<file path="config.mk">
export PLATFORM = sky130hd
export DESIGN_NAME = posedge_event_arbiter
export DESIGN_NICKNAME = d
export VERILOG_FILES = /design/src/rtl/posedge_event_arbiter.sv
export SDC_FILE = /design/constraint.sdc
export NUM_CORES = 1
export LEC_CHECK = 0
export BUFFER_PORTS_ARGS = -buffer_cell sky130_fd_sc_hd__buf_2
export CORE_MARGIN = 2
export CORE_UTILIZATION = 30
export DETAILED_ROUTE_END_ITERATION = 10
export HOLD_SLACK_MARGIN = 0.15
export MAX_ROUTING_LAYER = met4
export PLACE_DENSITY = 0.57
export REMOVE_ABC_BUFFERS = 1
export SETUP_SLACK_MARGIN = 0.1
export SKIP_CTS_REPAIR_TIMING = 1
export SLEW_MARGIN = 30
export SYNTH_ARGS = -nofsm -noshare
export SYNTH_HDL_FRONTEND = slang
export SYNTH_SLANG_ARGS = --single-unit
</file>
<file path="constraint.sdc">
create_clock -name clk -period 2.3 [get_ports clk]
set_clock_uncertainty 0.15 [all_clocks]
set_input_delay 0.46 -clock clk [delete_from_list [all_inputs] [get_ports clk]]
set_output_delay 0.46 -clock clk [all_outputs]
set_load 0.005 [all_outputs]
</file>
<file path="src/rtl/posedge_event_arbiter.sv">
// Multi-channel rising-edge event counter with round-robin grant to one consumer.
// Define POSEDGE_ARB_FIXED_PRIO_EN for lowest-index-wins arbitration instead.
module posedge_event_arbiter #(
  parameter int unsigned CH_W   = 2,
  parameter int unsigned PEND_W = 2
) (
  input  logic                 clk,
  input  logic                 i_sclr,
  input  logic                 i_en,
  input  logic [(1<<CH_W)-1:0] i_dat,
  input  logic                 i_ack,
  output logic                 o_valid,
  output logic [CH_W-1:0]      o_ch,
  output logic                 o_ovf,
  output logic [(1<<CH_W)-1:0] o_pend
);

  localparam int unsigned N_CH = 1 << CH_W;
  localparam logic [PEND_W-1:0] CNT_MAX = '1;

  typedef enum logic {IDLE = 1'b0, GRANT = 1'b1} state_e;

  state_e              state_q, state_d;
  logic                valid_q, valid_d;
  logic [CH_W-1:0]     ch_q, ch_d;
  logic                ovf_q, ovf_d;
  logic [N_CH-1:0]     pend_q, pend_d;
  logic [N_CH-1:0]     prev_q, prev_d;
  logic [PEND_W-1:0]   cnt_q [N_CH];
  logic [PEND_W-1:0]   cnt_d [N_CH];
`ifndef POSEDGE_ARB_FIXED_PRIO_EN
  logic [CH_W-1:0]     ptr_q, ptr_d;
`endif

  logic [N_CH-1:0]     edge_c;
  logic [N_CH-1:0]     dec_c;
  logic [N_CH-1:0]     nz_c;
  logic                ack_c;
  logic                any_c;
  logic [CH_W-1:0]     win_c;

  assign ack_c  = valid_q & i_ack;
  assign edge_c = {N_CH{i_en}} & i_dat & ~prev_q;
  assign prev_d = i_en ? i_dat : prev_q;
  assign any_c  = |nz_c;

  always_comb begin
    nz_c  = '0;
    dec_c = '0;
    for (int c = 0; c < N_CH; c++) begin
      nz_c[c]  = (cnt_q[c] != '0);
      dec_c[c] = ack_c && (ch_q == CH_W'(c));
    end
  end

  // Pending counters: edge and ack on the same channel cancel out.
  always_comb begin
    ovf_d  = ovf_q;
    pend_d = '0;
    for (int c = 0; c < N_CH; c++) begin
      cnt_d[c] = cnt_q[c];
      if (edge_c[c] && !dec_c[c]) begin
        if (cnt_q[c] == CNT_MAX) ovf_d = 1'b1;
        else                     cnt_d[c] = cnt_q[c] + PEND_W'(1);
      end else if (dec_c[c] && !edge_c[c]) begin
        cnt_d[c] = cnt_q[c] - PEND_W'(1);
      end
      pend_d[c] = (cnt_d[c] != '0);
    end
  end

`ifdef POSEDGE_ARB_FIXED_PRIO_EN
  always_comb begin
    win_c = '0;
    for (int i = N_CH - 1; i >= 0; i--) begin
      if (nz_c[i]) win_c = CH_W'(i);
    end
  end
`else
  // Search starts one past the last granted channel and wraps.
  always_comb begin
    logic [CH_W-1:0] idx;
    logic            found;
    win_c = '0;
    found = 1'b0;
    idx   = '0;
    for (int i = 1; i <= N_CH; i++) begin
      idx = ptr_q + CH_W'(i);
      if (!found && nz_c[idx]) begin
        win_c = idx;
        found = 1'b1;
      end
    end
  end
`endif

  always_ff @(posedge clk) begin
    if (i_sclr) state_q <= IDLE;
    else        state_q <= state_d;
  end

  always_comb begin
    state_d = state_q;
    case (state_q)
      IDLE:    if (any_c) state_d = GRANT;
      GRANT:   if (i_ack) state_d = IDLE;
      default: state_d = IDLE;
    endcase
  end

  always_comb begin
    valid_d = valid_q;
    ch_d    = ch_q;
`ifndef POSEDGE_ARB_FIXED_PRIO_EN
    ptr_d   = ptr_q;
`endif
    case (state_q)
      IDLE: begin
        valid_d = 1'b0;
        if (any_c) begin
          valid_d = 1'b1;
          ch_d    = win_c;
        end
      end
      GRANT: begin
        valid_d = 1'b1;
        if (i_ack) begin
          valid_d = 1'b0;
`ifndef POSEDGE_ARB_FIXED_PRIO_EN
          ptr_d   = ch_q;
`endif
        end
      end
      default: valid_d = 1'b0;
    endcase
  end

  always_ff @(posedge clk) begin
    if (i_sclr) begin
      valid_q <= 1'b0;
      ch_q    <= '0;
      ovf_q   <= 1'b0;
      pend_q  <= '0;
      prev_q  <= '0;
`ifndef POSEDGE_ARB_FIXED_PRIO_EN
      ptr_q   <= CH_W'(N_CH - 1);
`endif
      for (int c = 0; c < N_CH; c++) cnt_q[c] <= '0;
    end else begin
      valid_q <= valid_d;
      ch_q    <= ch_d;
      ovf_q   <= ovf_d;
      pend_q  <= pend_d;
      prev_q  <= prev_d;
`ifndef POSEDGE_ARB_FIXED_PRIO_EN
      ptr_q   <= ptr_d;
`endif
      for (int c = 0; c < N_CH; c++) cnt_q[c] <= cnt_d[c];
    end
  end

  assign o_valid = valid_q;
  assign o_ch    = ch_q;
  assign o_ovf   = ovf_q;
  assign o_pend  = pend_q;

endmodule

</file>
==> run_results.csv <==
group,metric,value,unit
die,ios,16,
clock_network,path_clk_slew,0.08,ns
pwr,total_leakage_power,0.628,nW
yosys,ys_ff_latch,22,
yosys,synthTopCellsByArea,"dfxtp_1 (33%), ha_1 (15%), o311ai_1 (5.2%)",
global_routing,grt.total_usage,0.119,
global_routing,grt_pass1_wl,4730,um
route,vias_per_cell,5.34,
sta,setup_viol,0,
clock_network,ctsRootBufferMaster,"clkbuf_8",
clock_network,cts_tree,"yes",
yosys,seq_area_frac_synth,0.327,
yosys,async_flop_share,0,
die,fp.coreArea,0.00435,mm2
setup_path,cp_max_fo,11,
route,drc,0,
place,place_congestion,0.773,
global_routing,grt_max_degree,35,
global_routing,grt_overflow,0,
setup_path,worstReg2RegStart,"o_valid",
route,finalWirelength,2730,um
yosys,synth_most_common_cell,"dfxtp_1",
sta,finalHoldViolations,0,
clock_network,clkSinkCount,22,
clock_network,clock_latency,0.27,ns
route,ant_nets,0,
layout,num_antenna_cells,0,
yosys,synth_commonest_cells,"dfxtp_1 (22), ha_1 (16), nor2_1 (16)",
layout,fin_area,0.00149,mm2
layout,area_growth,10.5,%
clock_network,cts_buffers,3,
sta,rsz0062_at_grt,"false",
pwr,irDropWorstVdd,0.266,mV
setup_path,ff2ff_path_depth,4,
sta,finalHoldWorstSlack,0.291,ns
route,firstDrtPassIters,4,
route,via_count,1100,
route,drt_iter0_markers,25,
setup_path,r2r_slack,0.44,ns
clock_network,htree_levels,1,
sta,max_slew_margin,0.614,
run_status,status,"complete, no violations",
die,chipWidth,71.0,um
layout,layout-drive-gt1-share,0.169,
die,initial_utilization,0.309,
die,rows,24,
sta,fmax,537,MHz
yosys,synth.top_cell.area_share,0.327,
setup_path,r2r_end,"o_pend[1]",
yosys,yosysTopAreaCell,"dfxtp_1",
setup_path,crit_required,2.37,ns
setup_path,crit_path_start_kind,"register",
yosys,ys_types,36,
pwr,power,1.16,mW
setup_path,critical_path.endpoint_type,"register",
place,port_buffers,15,
route,wl_per_cell,13.2,um
pwr,power_density,777,mW/mm2
yosys,syn_inst,146,
clock_network,clockBufferDepth,2,
hold_path,hold_depth,3,
place,place_area,0.00143,mm2
sta,tightest_slew,0.579,ns
yosys,syn_area,0.00135,mm2
place,place_inst,202,
hold_path,min_from,"i_dat[3]",
hold_path,hold_class,"in2reg",
place,dp_hpwl,2070,um
die,die-area,0.00504,mm2
yosys,synth-edff-count,0,
sta,tns,0,ns
layout,fin_nets,179,
hold_path,hold_end,"prev_q[3]",
flow_run,drv_cap,0,
die,die_h,71.0,um
sta,slew_viol_final,0,
global_routing,grt_pass1_vias,1120,
yosys,avgSynthCellArea,9.23,um2
sta,finalCriticalPeriod,1.86,ns
global_routing,antenna_found_initial,0,
yosys,synthFlopType,"dfxtp_1",
yosys,yosys_warnings,0,
layout,layoutNonFillerInstCount,206,
setup_path,arrival,1.93,ns
sta,timing.final.crit_share,0.810,
setup_path,critPathKind,"reg2reg",
==> flip-flops by register name, summed over array words and instances, names as in the netlist <==
name and count:
cnt_q 8, o_pend 4, prev_q 4, o_ch 2
ptr_q 2, o_ovf 1, o_valid 1
==> cells in the final DEF, fill, tap and decap left out, types with 4 or more instances in the layout <==
cell	count
dfxtp_1	22
xnor2_1	4
or2_1	4
nor2_1	16
mux2i_1	4
o311ai_1	8
buf_2	15
and3b_1	4
inv_1	8
nand3_1	11
or4_1	8
clkbuf_8	4
ha_1	16
==> logic make-up (layout without fill, tap and decap cells) <==
family,Yosys count,in the layout,share of synthesized area
AND/OR/NAND/NOR,57,57,0.267
XOR/XNOR,4,4,0.0260
multiplexers,5,5,0.0381
flip-flops,22,22,0.327
AO/OA/AOI/OAI,23,23,0.131
buffers and inverters,19,27,0.0622
adder cells (fa/ha/maj),16,16,0.149
==> report_power, final <==
part	internal (mW)	leakage (nW)	switching, mW
Clock	0.153	0.0288	0.134
Combinational	0.163	0.418	0.181
Sequential	0.448	0.181	0.0784
Total	0.763	0.628	0.393
==> worst max-delay path by stage <==
stage               cells after the start   endpoint         from  slack, ns
CTS                                     6    o_ch[1]  cnt_q[3][0]       0.44
global route                            6    o_ch[1]  cnt_q[3][0]       0.26
detailed placement                      5  o_pend[1]        i_ack       0.44
floorplan                               4  o_pend[1]      o_valid       0.66
finish                                  4  o_pend[1]      o_valid       0.44
global placement                        5  o_pend[1]        i_ack       0.45
==> area by class of cell <==
class,count,area [um2]
Clock buffer,4,55.1
Tap cell,52,65.1
Multi-Input combinational cell,105,823
Timing Repair Buffer,15,75.1
Fill cell,448,2870
Inverter,8,30.0
Sequential cell,22,440
==> per-stage QoR <==
step                      utilization  setup slack (ns)
after floorplan                     -             0.658
after global placement          0.329             0.454
after detailed placement        0.329             0.440
after CTS                       0.342             0.437
after global routing            0.342             0.258
final                           0.342             0.436
==> per-layer routing <==
metal,global-route usage,share of wire,vias to the layer above,wire [um]
met1,0.132,0.45,528,1230
met3,0.0299,0.033,7,90
li1,-,-,549,-
met2,0.207,0.50,16,1360
met4,0.0419,0.016,0,45
met5,-,0,-,0
==> worst max-delay path: stages (launching register included) <==
cell      delay [ns]
dfxtp_1         0.58
nand4b_2        0.27
or4_1           0.53
o311ai_1        0.13
or2_1           0.15
(Power assumes the default switching activity.)
